### config.mk
export PLATFORM = sky130hd
export DESIGN_NAME = speed_gate_ctrl
export DESIGN_NICKNAME = d
export VERILOG_FILES = /design/src/rtl/speed_gate_ctrl.sv
export SDC_FILE = /design/constraint.sdc
export NUM_CORES = 1
export LEC_CHECK = 0
export BUFFER_PORTS_ARGS = -buffer_cell sky130_fd_sc_hd__buf_2
export CAP_MARGIN = 15
export CORE_MARGIN = 5
export CORE_UTILIZATION = 35
export DETAILED_ROUTE_END_ITERATION = 8
export PLACE_DENSITY_LB_ADDON = 0.1
export SYNTH_ARGS = -nofsm -noshare
export SYNTH_HDL_FRONTEND = slang
export SYNTH_SLANG_ARGS = --single-unit
### constraint.sdc
create_clock -name clk -period 4 [get_ports clk]
set_clock_uncertainty 0.2 [all_clocks]
set_input_delay 0.8 -clock clk [delete_from_list [all_inputs] [get_ports clk]]
set_output_delay 0.8 -clock clk [all_outputs]
set_load 0.05 [all_outputs]
### src/rtl/speed_gate_ctrl.sv
// -----------------------------------------------------------------------------
// speed_gate_ctrl
//
// Control FSM for the vehicle speed-check gate. Debounces the two roadside
// presence sensors and the two operator buttons, then sequences one speed
// measurement at a time:
//   sensor1 edge -> start timing -> sensor2 edge -> divide -> compare to limit
//   -> open the barrier and hold it, or keep it shut.
// It also aborts measurements that run too long.
//
// Ports
//   clk            system clock (only clock used)
//   reset_n        synchronous active-low reset
//   sensor1_raw    upstream presence sensor, asynchronous, 1 = vehicle present
//   sensor2_raw    downstream presence sensor, asynchronous
//   btn_open_raw   operator open button, asynchronous
//   btn_close_raw  operator close button, asynchronous
//   done           divider-complete pulse from the datapath
//   speed          divider result, valid while done = 1
//   init/count/cal/up/down/en/dis   registered datapath strobes
//   overspeed      sticky result flag for the last vehicle measured
//   timeout        one-cycle pulse when a measurement is aborted
//   busy           high whenever the FSM is not idle
// -----------------------------------------------------------------------------
module speed_gate_ctrl #(
    parameter int SYS_FREQ     = 10000000,
    parameter int WIDTH_SPEED  = 14,
    parameter int DEBOUNCE_CYC = 16,
    parameter int SPEED_LIMIT  = 60,
    parameter int TIMEOUT_MS   = 2000,
    parameter int HOLD_MS      = 3000
) (
    input  logic                   clk,
    input  logic                   reset_n,
    input  logic                   sensor1_raw,
    input  logic                   sensor2_raw,
    input  logic                   btn_open_raw,
    input  logic                   btn_close_raw,
    input  logic                   done,
    input  logic [WIDTH_SPEED-1:0] speed,
    output logic                   init,
    output logic                   count,
    output logic                   cal,
    output logic                   up,
    output logic                   down,
    output logic                   en,
    output logic                   dis,
    output logic                   overspeed,
    output logic                   timeout,
    output logic                   busy
);

    // ------------------------------------------------------------------
    // Constants
    // ------------------------------------------------------------------
    localparam int CYC_PER_MS = SYS_FREQ / 1000;
    localparam int PRESC_W    = $clog2(CYC_PER_MS + 1);
    localparam int MS_MAX     = (TIMEOUT_MS > HOLD_MS) ? TIMEOUT_MS : HOLD_MS;
    localparam int MS_W       = $clog2(MS_MAX + 1);
    localparam int DB_W       = $clog2(DEBOUNCE_CYC + 1);

    localparam logic [PRESC_W-1:0]     PRESC_LAST = PRESC_W'(CYC_PER_MS - 1);
    localparam logic [MS_W-1:0]        MS_SAT     = '1;
    localparam logic [MS_W-1:0]        MS_TMO     = MS_W'(TIMEOUT_MS);
    localparam logic [MS_W-1:0]        MS_HOLD    = MS_W'(HOLD_MS);
    localparam logic [DB_W-1:0]        DB_LAST    = DB_W'(DEBOUNCE_CYC - 1);
    localparam logic [WIDTH_SPEED-1:0] LIMIT      = WIDTH_SPEED'(SPEED_LIMIT);

    // ------------------------------------------------------------------
    // Input conditioning: 2-FF synchronizer, stability counter, rise pulse.
    // Bit order: 0 = sensor1, 1 = sensor2, 2 = open button, 3 = close button.
    // ------------------------------------------------------------------
    logic [3:0] raw_in;
    logic [3:0] rise;

    assign raw_in = {btn_close_raw, btn_open_raw, sensor2_raw, sensor1_raw};

    generate
        for (genvar gi = 0; gi < 4; gi++) begin : g_debounce
            logic            sync1_q;
            logic            sync2_q;
            logic            deb_q;
            logic            rise_q;
            logic [DB_W-1:0] cnt_q;

            always_ff @(posedge clk) begin
                if (!reset_n) begin
                    sync1_q <= 1'b0;
                    sync2_q <= 1'b0;
                    deb_q   <= 1'b0;
                    rise_q  <= 1'b0;
                    cnt_q   <= '0;
                end else begin
                    sync1_q <= raw_in[gi];
                    sync2_q <= sync1_q;
                    rise_q  <= 1'b0;
                    if (sync2_q == deb_q) begin
                        // Any return to the debounced level restarts the count.
                        cnt_q <= '0;
                    end else if (cnt_q == DB_LAST) begin
                        // DEBOUNCE_CYC consecutive differing samples seen.
                        deb_q  <= sync2_q;
                        rise_q <= sync2_q;
                        cnt_q  <= '0;
                    end else begin
                        cnt_q <= cnt_q + DB_W'(1);
                    end
                end
            end

            assign rise[gi] = rise_q;
        end
    endgenerate

    logic s1_rise, s2_rise, open_rise, close_rise;
    assign s1_rise    = rise[0];
    assign s2_rise    = rise[1];
    assign open_rise  = rise[2];
    assign close_rise = rise[3];

    // ------------------------------------------------------------------
    // FSM
    // ------------------------------------------------------------------
    typedef enum logic [3:0] {
        S_IDLE    = 4'd0,
        S_START   = 4'd1,
        S_MEASURE = 4'd2,
        S_CALC    = 4'd3,
        S_WAITD   = 4'd4,
        S_PASS    = 4'd5,
        S_HOLD    = 4'd6,
        S_CLOSE   = 4'd7,
        S_REJECT  = 4'd8
    } state_t;

    state_t state_q, state_d;

    logic [PRESC_W-1:0] presc_q;
    logic [MS_W-1:0]    ms_q;

    // Transition events that also affect outputs.
    logic abort_evt;      // measurement timed out
    logic too_fast_evt;   // sensor2 arrived before the first ms elapsed
    logic judged_evt;     // divider result accepted this cycle
    logic judged_over;    // ... and it exceeded the limit

    logic init_q, count_q, cal_q, up_q, down_q, en_q, dis_q;
    logic overspeed_q, timeout_q, busy_q;
    logic init_d, count_d, cal_d, up_d, down_d, en_d, dis_d;
    logic overspeed_d, timeout_d, busy_d;

    // State register, output register and ms timer.
    always_ff @(posedge clk) begin
        if (!reset_n) begin
            state_q     <= S_IDLE;
            presc_q     <= '0;
            ms_q        <= '0;
            init_q      <= 1'b0;
            count_q     <= 1'b0;
            cal_q       <= 1'b0;
            up_q        <= 1'b0;
            down_q      <= 1'b0;
            en_q        <= 1'b0;
            dis_q       <= 1'b0;
            overspeed_q <= 1'b0;
            timeout_q   <= 1'b0;
            busy_q      <= 1'b0;
        end else begin
            state_q     <= state_d;
            init_q      <= init_d;
            count_q     <= count_d;
            cal_q       <= cal_d;
            up_q        <= up_d;
            down_q      <= down_d;
            en_q        <= en_d;
            dis_q       <= dis_d;
            overspeed_q <= overspeed_d;
            timeout_q   <= timeout_d;
            busy_q      <= busy_d;

            // Timer restarts on every state entry so each state sees ms = 0
            // in its first cycle; the ms count saturates instead of wrapping.
            if (state_d != state_q) begin
                presc_q <= '0;
                ms_q    <= '0;
            end else if (presc_q == PRESC_LAST) begin
                presc_q <= '0;
                if (ms_q != MS_SAT) begin
                    ms_q <= ms_q + MS_W'(1);
                end
            end else begin
                presc_q <= presc_q + PRESC_W'(1);
            end
        end
    end

    // Next-state logic.
    always_comb begin
        state_d      = state_q;
        abort_evt    = 1'b0;
        too_fast_evt = 1'b0;
        judged_evt   = 1'b0;
        judged_over  = 1'b0;
        case (state_q)
            S_IDLE: begin
                // A simultaneous s2_rise is simply not looked at here.
                if (s1_rise) state_d = S_START;
            end
            S_START:  state_d = S_MEASURE;
            S_MEASURE: begin
                if (s2_rise) begin
                    if (ms_q == '0) begin
                        too_fast_evt = 1'b1;
                        state_d      = S_REJECT;
                    end else begin
                        state_d = S_CALC;
                    end
                end else if (ms_q >= MS_TMO) begin
                    abort_evt = 1'b1;
                    state_d   = S_IDLE;
                end
            end
            S_CALC:   state_d = S_WAITD;
            S_WAITD: begin
                if (done) begin
                    judged_evt  = 1'b1;
                    judged_over = (speed > LIMIT);
                    state_d     = judged_over ? S_REJECT : S_PASS;
                end
            end
            S_PASS:   state_d = S_HOLD;
            S_HOLD: begin
                // Manual close ends the hold without a dis strobe.
                if (close_rise) begin
                    state_d = S_IDLE;
                end else if (ms_q >= MS_HOLD) begin
                    state_d = S_CLOSE;
                end
            end
            S_CLOSE:  state_d = S_IDLE;
            S_REJECT: state_d = S_IDLE;
            default:  state_d = S_IDLE;
        endcase
    end

    // Output logic: strobes are decoded from the next state so that, once
    // registered, each is high exactly while the FSM occupies its state.
    always_comb begin
        init_d      = (state_d == S_START);
        count_d     = (state_d == S_MEASURE);
        cal_d       = (state_d == S_CALC);
        en_d        = (state_d == S_PASS);
        dis_d       = (state_d == S_CLOSE) || (state_d == S_REJECT);
        busy_d      = (state_d != S_IDLE);
        timeout_d   = abort_evt;
        // Close wins when both buttons rise together.
        down_d      = close_rise;
        up_d        = open_rise && !close_rise;
        overspeed_d = overspeed_q;
        if (too_fast_evt) begin
            overspeed_d = 1'b1;
        end else if (judged_evt) begin
            overspeed_d = judged_over;
        end
    end

    assign init      = init_q;
    assign count     = count_q;
    assign cal       = cal_q;
    assign up        = up_q;
    assign down      = down_q;
    assign en        = en_q;
    assign dis       = dis_q;
    assign overspeed = overspeed_q;
    assign timeout   = timeout_q;
    assign busy      = busy_q;

endmodule

==> flow_results.org, run 1 <==
** Floorplan
- The die covers around 12000 um2.
- Top-level port count :: 31
- The initialized floorplan defines 35 standard-cell rows.
- The initial utilization of the core area, before any placement, comes to 0.3622.
- After floorplanning, the core was sized to cover a little over 9000 um2.
- Horizontal extent of the die :: approximately 110 um
- Die Ht :: between 100 and 150 um

** Critical path
- Cell with the largest stage delay on the worst path :: sky130_fd_sc_hd__nor4b_1
- STA puts the critical path data arrival time at approximately 2.5 ns.
- Critical Path End Type :: flop
- STA classifies the critical path startpoint as a flop.
- Measured in cells, the most critical reg-to-reg path has a length of 6.
- On the worst path, the slowest cell contributes a delay of 0.52 ns.
- Critical R2R Capture :: ms_q[10]
- For flop-to-flop paths, the worst setup slack is about 1.5 ns.
- At the worst endpoint, the required time is ~4.0 ns.
- Crit Path Category :: flop to flop
- Along the worst path, the maximum fanout reaches 19.
- Series of cell instances along the critical path :: ha_1 > and3_1 > nand4_2 > nor4b_1 > xnor2_1 > nor3_2
- In this run the critical register-to-register path is launched from presc_q[0].

** Clocking
- Counting the buffers created by CTS gives 9.
- The root buffer cell chosen for the clock tree is sky130_fd_sc_hd__clkbuf_8.
- Clock-pin slew was measured on the worst setup and hold paths at 0.08 ns.
- Source-to-sink clock delay at the later pin of the worst-skew pair :: 0.36 ns
- Total clock sinks :: 76
- After clock tree synthesis, the flow added hold-fix buffers numbering 0.
- # H-tree levels :: 3
- Once the clock tree was built, the setup fixing pass inserted 0 buffers.
- TritonCTS built the clock tree.
- Gates resized during post-CTS repair numbered 0.
- CTS max path bufs :: 2

** STA
- Number of hold violations in the final report :: 0
- Setup repair after global routing left no endpoint under its margin.
- Based on the critical path, the design can be clocked at up to between 0.4 and 0.5 GHz.
- For the pin with the worst max-slew slack, the measured transition is between 0.6 and 0.7 ns.
- Final critical-path setup slack :: ~1.5 ns
- After layout, the minimum clock period comes to between 2 and 2.5 ns.
- Setup total negative slack on the finished layout was measured at 0 ns.
- Of the available clock period, the critical path in the final layout requires 0.6201.
- Final setup fails :: 0
- Headroom to the max-slew limit came out at 0.5987.
- Max-slew violations :: 0

** Run
- Max_cap viols :: 0

** Logic synthesis
- Of the total synthesized cell area, the portion taken by full adders, half adders and majority gates is 0.04074.
- Synthesized netlist net count :: about 380
- The area fraction in compound gates after synthesis is 0.03926.
- Synth async-reset ratio :: 0
- For this run, the register share of the synthesized area comes to 0.4504.
- Of the total synthesized cell area, the portion taken by XOR and XNOR cells is 0.09074.
- Of the total synthesized cell area, the portion taken by AND, OR, NAND and NOR gates is 0.3196.
- Post-Syn Area per Cell :: around 9.8 um2
- The portion of synthesized area spent on multiplexers is 0.01815.
- Synthesis handed over a netlist of approximately 340 instances.
- Largest family of logic cells by synthesized area :: simple AND/OR/NAND/NOR gates
- Among all flip-flop cells after synthesis, the most frequent one is sky130_fd_sc_hd__dfxtp_1.
- In this run, synthesis inferred 0 flip-flops with an integrated enable.
- Netlist cell types :: 51
- Count of warnings emitted by yosys :: 0
- Area of the mapped netlist :: around 3400 um2
- Synth Register Bits :: 76

** Global route
- Overall routing resource usage :: 0.1227
- Entering global routing, the biggest net connects 27 pins.
- Antenna violations before repair :: 0
- The first global-routing pass estimated between 10000 and 15000 um of wire.
- Leftover overflow at the end of global routing :: 0
- The via count of the first global-routing pass came to ~2500.

** Route
- Via count :: 2450
- The detail route stage leaves a number of antenna-violating nets equal to 0.
- Dividing the detail-routed wire length by the instance count gives 12.49 um.
- After detailed routing, the number of vias per cell comes to 4.832.
- Remaining DRCs :: 0
- Initial detailed-routing violation count :: 63
- The pre-antenna-repair detailed-routing pass consisted of 4 iterations.
- Total Routed Length :: around 6300 um

** Min path
- Hold path start :: g_debounce[3].sync1_q
- Worst Hold Path Cells :: 1
- The worst hold path terminates at g_debounce[3].sync2_q.
- The worst hold path belongs to the class flop to flop.

** Status
- Outcome :: finished, final reports clean

** Place
- Number of input and output port buffers inserted :: 30
- Worst slack at placement :: roughly 1.1 ns
- At the end of routability-driven placement, the weighted congestion stood at 0.7631.
- After detailed placement, the total cell area comes to between 3000 and 4000 um2.
- HPWL after DPL :: approximately 4300 um
- In this run, placement finished with an instance count of slightly below 500.

** Power and ir drop
- Summed over all cells, the static leakage comes to approximately 1.4 nW.
- Power density normalized to cell area :: around 350 nW/um2
- IR analysis of the VDD net gives a maximum drop of approximately 0.00015 V.

** Layout
- Layout cells sized above 1 :: 0.2090
- ANT cells :: 0
- Post-route insts no fill :: ~510
- The area growth from synthesis to layout is 12.33%.
- Fill cells in the final layout number between 900 and 1000.
- Post-route cell area :: about 3800 um2
- At the end of the flow, the number of nets in the layout was just over 400.
## cell families after synthesis
group	Yosys count
DFF	76
buffers and inverters	29
adders and majority gates	11
muxes	6
AOI/OAI and AO/OA	18
xor gates and xnor gates	35
and+or+nand+nor	169
## sequential cells by signal, indices dropped and copies added, names as in the netlist, 3 cells and up
register	cells
g_debounce.cnt_q	20
g_debounce.sync2_q	4
g_debounce.rise_q	3
state_q	4
presc_q	14
g_debounce.sync1_q	4
ms_q	12
g_debounce.deb_q	4
## cells in the mapped netlist (9+ instances only)
| master | number | area, um2 |
|---|---|---|
| sky130_fd_sc_hd__and3_1 | 9 | 56.30 |
| sky130_fd_sc_hd__nand2_1 | 19 | 71.32 |
| sky130_fd_sc_hd__nor3_1 | 9 | 45.04 |
| sky130_fd_sc_hd__ha_1 | 11 | 137.6 |
| sky130_fd_sc_hd__and2_1 | 11 | 68.82 |
| sky130_fd_sc_hd__xor2_1 | 10 | 87.58 |
| sky130_fd_sc_hd__nor2_1 | 34 | 127.6 |
| sky130_fd_sc_hd__nand3_1 | 15 | 75.07 |
| sky130_fd_sc_hd__dfxtp_1 | 76 | 1521 |
| sky130_fd_sc_hd__inv_1 | 14 | 52.55 |
| sky130_fd_sc_hd__nor3_2 | 20 | 200.2 |
| sky130_fd_sc_hd__xnor2_1 | 25 | 219.0 |
| sky130_fd_sc_hd__nor4_1 | 9 | 56.30 |
## metrics by stage
| step | power [mW] | util | hold slack [ns] |
|---|---|---|---|
| 2_1_floorplan | 0.8089 | - | 0.2045 |
| 3_3_place_gp | 0.8233 | 0.3887 | 0.2177 |
| 3_5_place_dp | 0.8240 | 0.3887 | 0.2188 |
| 4_1_cts | 1.353 | 0.4068 | 0.2436 |
| 5_1_grt | 1.390 | 0.4068 | 0.2662 |
| 6_report | 1.326 | 0.4068 | 0.2387 |
## area by class of cell
cell class | count | area (um2) | area share
Clock buffer | 11 | 131.4 | 0.03462
Clock inverter | 5 | 37.54 | 0.009891
Inverter | 14 | 52.55 | 0.01385
Multi-Input combinational cell | 239 | 1718 | 0.4527
Sequential cell | 76 | 1521 | 0.4009
Tap cell | 129 | 161.4 | 0.04253
Timing Repair Buffer | 33 | 172.7 | 0.04550
## how the worst max path moves through the flow
stage	cells after the start	start	to
floorplan	6	speed[8]	ms_q[10]
global placement	7	speed[8]	presc_q[13]
detailed placement	7	speed[12]	ms_q[9]
CTS	6	presc_q[0]	ms_q[10]
global route	6	presc_q[0]	ms_q[10]
finish	6	presc_q[0]	ms_q[10]
## report_power, final
part	total [mW]	internal [mW]	switching (mW)
combinational	0.0365	0.0161	0.0205
clock	0.521	0.228	0.293
sequential	0.769	0.764	0.00500
## worst max-delay path: cells and delay by family, from the launching register on
| family | cells | cell delay, ns |
|---|---|---|
| XOR/XNOR | 1 | 0.19 |
| adder cells (fa/ha/maj) | 1 | 0.20 |
| AND/OR/NAND/NOR | 4 | 1.37 |
| flip-flops | 1 | 0.40 |
## layout by cell type (no fill, tap or decap), drive strengths merged, types with 2 or more instances in the layout
master / instances
a21oi: 5
and2: 11
and3: 9
and4: 5
and4b: 4
buf: 33
clkbuf: 11
clkinv: 2
clkinvlp: 2
dfxtp: 76
ha: 11
inv: 15
mux2i: 5
nand2: 19
nand3: 16
nand3b: 2
nand4: 7
nor2: 35
nor2b: 3
nor3: 29
nor3b: 2
nor4: 12
nor4b: 7
o21ai: 2
or3: 5
xnor2: 25
xor2: 10
## routing by layer
| layer | vias up | track usage | share of wire |
|---|---|---|---|
| li1 | 1265 | - | - |
| met5 | - | 0 | 0 |
| met1 | 1149 | 0.1546 | 0.46 |
| met4 | 0 | 0.04328 | 0.0084 |
| met2 | 28 | 0.1936 | 0.49 |
| met3 | 8 | 0.04478 | 0.041 |
Note: power is estimated with default switching activity, not from simulation.
==> inputs of run 2 (changes only) <==
--- a/config.mk
+++ b/config.mk
@@ -5,6 +5,7 @@
 export SDC_FILE = /design/constraint.sdc
 export NUM_CORES = 1
 export LEC_CHECK = 0
+export ABC_AREA = 1
 export BUFFER_PORTS_ARGS = -buffer_cell sky130_fd_sc_hd__buf_2
 export CAP_MARGIN = 15
 export CORE_MARGIN = 5
==> constraint.sdc (replaced) <==
create_clock -name clk -period 2.4 [get_ports clk]
set_clock_uncertainty 0.2 [all_clocks]
set_input_delay 0.48 -clock clk [delete_from_list [all_inputs] [get_ports clk]]
set_output_delay 0.48 -clock clk [all_outputs]
set_load 0.05 [all_outputs]
==> flow_results.org, run 2 <==
** Critical path
- STA puts the critical path data required time at around 2.5 ns.
- Slack of the worst reg-to-reg path :: ~0.30 ns
- At the worst endpoint, the arrival time is 2.17 ns.
- Crit Path Category :: flop to flop
- Measured in cells, the most critical reg-to-reg path has a length of 11.
- The most numerous cell type found on the critical path is sky130_fd_sc_hd__nand2_1.
- Crit-path max FO :: 12
- Delay of the slowest cell on the worst path :: about 0.42 ns
- Together, buffers and inverters on the worst path number 1.
- Launching element type of the critical path :: flop
- Critical Path End Type :: flop
- Critical R2R Capture :: ms_q[0]
- The worst register-to-register path begins at ms_q[0].
- Grouping stages by cell kind, the critical path spends the most delay in simple AND/OR/NAND/NOR gates.
- Series of cell instances along the critical path :: inv_1 > ha_1 > nand2_1 > nor2_1 > a21oi_2 > nand2_1 > nand3_1 > nand2_1 > nor2_2 > nand2_1 > nor2_1
- The slowest stage of the critical path is the sky130_fd_sc_hd__dfxtp_1 cell.

** Floorplan
- The die covers about 12000 um2.
- Effective utilization at floorplan :: 0.3565
- The floorplan has 36 rows.
- Pin placement for this block handled 31 I/O pins.
- Die Ht :: 109.5 um
- Placeable Area :: 9729 um2
- Horizontal extent of the die :: 109.5 um

** Logic synthesis
- Post-Syn Area per Cell :: roughly 7.4 um2
- The commonest cells after synthesis are sky130_fd_sc_hd__nand2_1 (87), sky130_fd_sc_hd__inv_1 (80), sky130_fd_sc_hd__dfxtp_1 (76).
- In the synthesized netlist the async set-or-reset flop fraction comes to 0.
- The cell area that synthesis handed to floorplanning was roughly 3500 um2.
- Of the synthesized area, sequential elements account for 0.4387.
- Cell type with the highest aggregate area in the netlist :: sky130_fd_sc_hd__dfxtp_1
- Number of synthesized flops with an enable pin :: 0
- The synthesized netlist contains 33 unique library cells.
- By area the synthesized netlist is led by sky130_fd_sc_hd__dfxtp_1 (44%), sky130_fd_sc_hd__nand2_1 (9.4%), sky130_fd_sc_hd__inv_1 (8.7%).
- Cells after synthesis :: roughly 470
- Yosys printed 0 warnings.
- Synthesized netlist net count :: 500
- Counting flops and latches in the post-synthesis netlist gives 76.
- Yosys instantiated no cell more often than sky130_fd_sc_hd__nand2_1.
- Of the post-synthesis cell area, the dominant cell type holds 0.4387.
- For this run, the leading register cell type out of synthesis is sky130_fd_sc_hd__dfxtp_1.

** Clocking
- TritonCTS built the clock tree.
- Hold buffer count at CTS :: 0
- Clock input transition at the sequential cells of the worst setup and hold paths :: about 0.080 ns
- CTS max path bufs :: 2
- The number of setup buffers added after CTS is 0.
- Cell chosen for the clock root :: sky130_fd_sc_hd__clkbuf_8
- The H-tree was split into 3 levels.
- For the worst-skew pair, the clock arrives at the later sink with an insertion delay of ~0.34 ns.
- Number of buffers created by CTS :: 9
- Total clock sinks :: 76
- Post-cts repair resize count :: 0

** STA
- Final critical path time including I/O delays and setup :: about 2.1 ns
- Of the available clock period, the critical path in the final layout requires 0.8751.
- For this run, the top clock speed supported by timing is between 0.4 and 0.5 GHz.
- Post-Route Setup TNS :: 0 ns
- Worst slew margin relative to its limit :: 0.6492
- Slew @ Worst Pin :: 0.5129 ns
- The hold violation count in the final report was 0.
- Max-slew violations :: 0
- Final setup fails :: 0
- Setup repair after global routing left no endpoint under its margin.

** Route
- Average vias per placed instance :: ~4.3
- For this block, the routed nets add up to about 6500 um of wire.
- The first routing iteration left slightly above 70 violations.
- The count of nets left with antenna violations once routing finished came out at 0.
- In the final routed layout, each cell accounts on average for approximately 10 um.
- The detailed router placed roughly 2800 vias in this run.
- The first TritonRoute pass finished after 4 iterations.
- Remaining DRCs :: 0

** Layout
- Commonest non-fill, non-tap cells in the layout :: sky130_fd_sc_hd__nand2_1 (87), sky130_fd_sc_hd__inv_1 (80), sky130_fd_sc_hd__dfxtp_1 (76)
- ANT cells :: 0
- Leaving out fill and tap cells, the most frequent cell in the layout is sky130_fd_sc_hd__nand2_1.
- Largest registers in the final layout :: g_debounce.cnt_q (20), presc_q (14), ms_q (12)
- Ranked by flip-flop count, first place goes to g_debounce.cnt_q.
- Compared with the post-synthesis result, the final layout area differs by 14.79%.
- In the final layout, the share of cells above drive strength 1 is 0.1487.
- Largest register FFs :: 20
- For this run, the post-layout net count is 539.
- Post-route insts no fill :: 644

** Power and ir drop
- The share of total power dissipated in the clock network is 0.440.
- Worst supply voltage drop on vdd :: slightly above 0.0004 V
- The share of total power dissipated in combinational logic is 0.027.
- Power spread over the standard cell area amounts to just over 600 nW/um2.
- Sequential share of power :: 0.533
- Switching part of the total power :: 0.2173
- Net Sw Power :: around 0.52 mW
- Static Leak :: between 1.5 and 2 nW
- Internal power comes to approximately 1.9 mW.

** Place
- Routability Congestion :: about 0.84
- The HPWL after detailed placement is between 4000 and 5000 um.
- During placement, the flow inserted port buffers numbering 30.
- Dpl cells :: roughly 630

** Min path
- In this run the worst hold path is classified as input pin to flop.
- In this run the most critical hold path is launched from btn_close_raw.
- The worst hold path passes through 3 cells.
- For hold timing, the worst endpoint is g_debounce[3].sync1_q.

** Global route
- Entering global routing, the biggest net connects 20 pins.
- The initial antenna violation count was 0.
- For this run, the total global-route usage over all layers was measured as 0.1232.
- Leftover overflow at the end of global routing :: 0
- Number of global-route vias before repair :: 2693
- Global-route wire length before repair :: ~12000 um

** Run
- Max_cap viols :: 0

** Status
- Outcome :: finished, final reports clean
[run 2: cell type report]
cell class	count	area, um2
flip-flops and latches	76	1521
clock buffers	9	123.9
clock inverters	6	88.84
inverters	83	311.5
multi-input cells	303	1589
well taps	133	166.4
repair buffers	34	180.2
fillers	1054	5748
[run 2: worst reg2reg max path, cell delays in order (launching register included)]
cell                      delay [ns]
sky130_fd_sc_hd__dfxtp_1        0.42
sky130_fd_sc_hd__inv_1          0.10
sky130_fd_sc_hd__ha_1           0.22
sky130_fd_sc_hd__nand2_1        0.07
sky130_fd_sc_hd__nor2_1         0.05
sky130_fd_sc_hd__a21oi_2        0.16
sky130_fd_sc_hd__nand2_1        0.09
sky130_fd_sc_hd__nand3_1        0.07
sky130_fd_sc_hd__nand2_1        0.06
sky130_fd_sc_hd__nor2_2         0.13
sky130_fd_sc_hd__nand2_1        0.29
sky130_fd_sc_hd__nor2_1         0.19
[run 2: worst max path at each step]
| stage | start | to | slack (ns) | depth (start not counted) |
|---|---|---|---|---|
| 2_1_floorplan | speed[0] | presc_q[7] | 0.55 | 11 |
| 3_3_place_gp | speed[0] | ms_q[11] | 0.21 | 11 |
| 3_5_place_dp | speed[0] | ms_q[0] | 0.15 | 11 |
| 4_1_cts | ms_q[0] | ms_q[0] | 0.27 | 11 |
| 5_1_grt | ms_q[0] | ms_q[0] | 0.05 | 11 |
| 6_report | ms_q[0] | ms_q[0] | 0.30 | 11 |
[run 2: kinds of logic (layout without fill, tap and decap cells)]
group,count (synthesis),after routing,synth area share
flip-flops,76,76,0.4387
AND/OR/NAND/NOR,233,233,0.2994
adder cells (fa/ha/maj),11,11,0.03968
buffers and inverters,89,132,0.1032
XOR/XNOR,21,21,0.05303
AO/OA/AOI/OAI,38,38,0.06602
[run 2: power groups by stage]
stage / Sequential [mW] / Clock, mW / Combinational (mW)
floorplan: 1.31 / 0 / 0.0429
global placement: 1.31 / 0 / 0.0655
detailed placement: 1.31 / 0 / 0.0663
CTS: 1.28 / 1.10 / 0.0664
global route: 1.28 / 1.16 / 0.0763
finish: 1.28 / 1.06 / 0.0647
[run 2: metal layers]
metal  vias up  routed length (um)  track usage
li1       1519                   -            -
met1      1231                3142       0.1533
met2        30                3018       0.2027
met3         7                 246      0.04404
met4         0                 100      0.03206
met5         -                   0            0
[run 2: stage by stage]
| step | power [mW] | cell area [um2] | hold WS [ns] | utilization | setup slack (ns) |
|---|---|---|---|---|---|
| floorplan | 1.351 | 3468 | 0.1905 | - | 0.5488 |
| global placement | 1.375 | 3769 | 0.1980 | 0.3873 | 0.2124 |
| detailed placement | 1.376 | 3769 | 0.1993 | 0.3873 | 0.1531 |
| CTS | 2.451 | 3981 | 0.09552 | 0.4092 | 0.2723 |
| global route | 2.522 | 3981 | 0.1028 | 0.4092 | 0.04892 |
| finish | 2.403 | 3981 | 0.1102 | 0.4092 | 0.2997 |
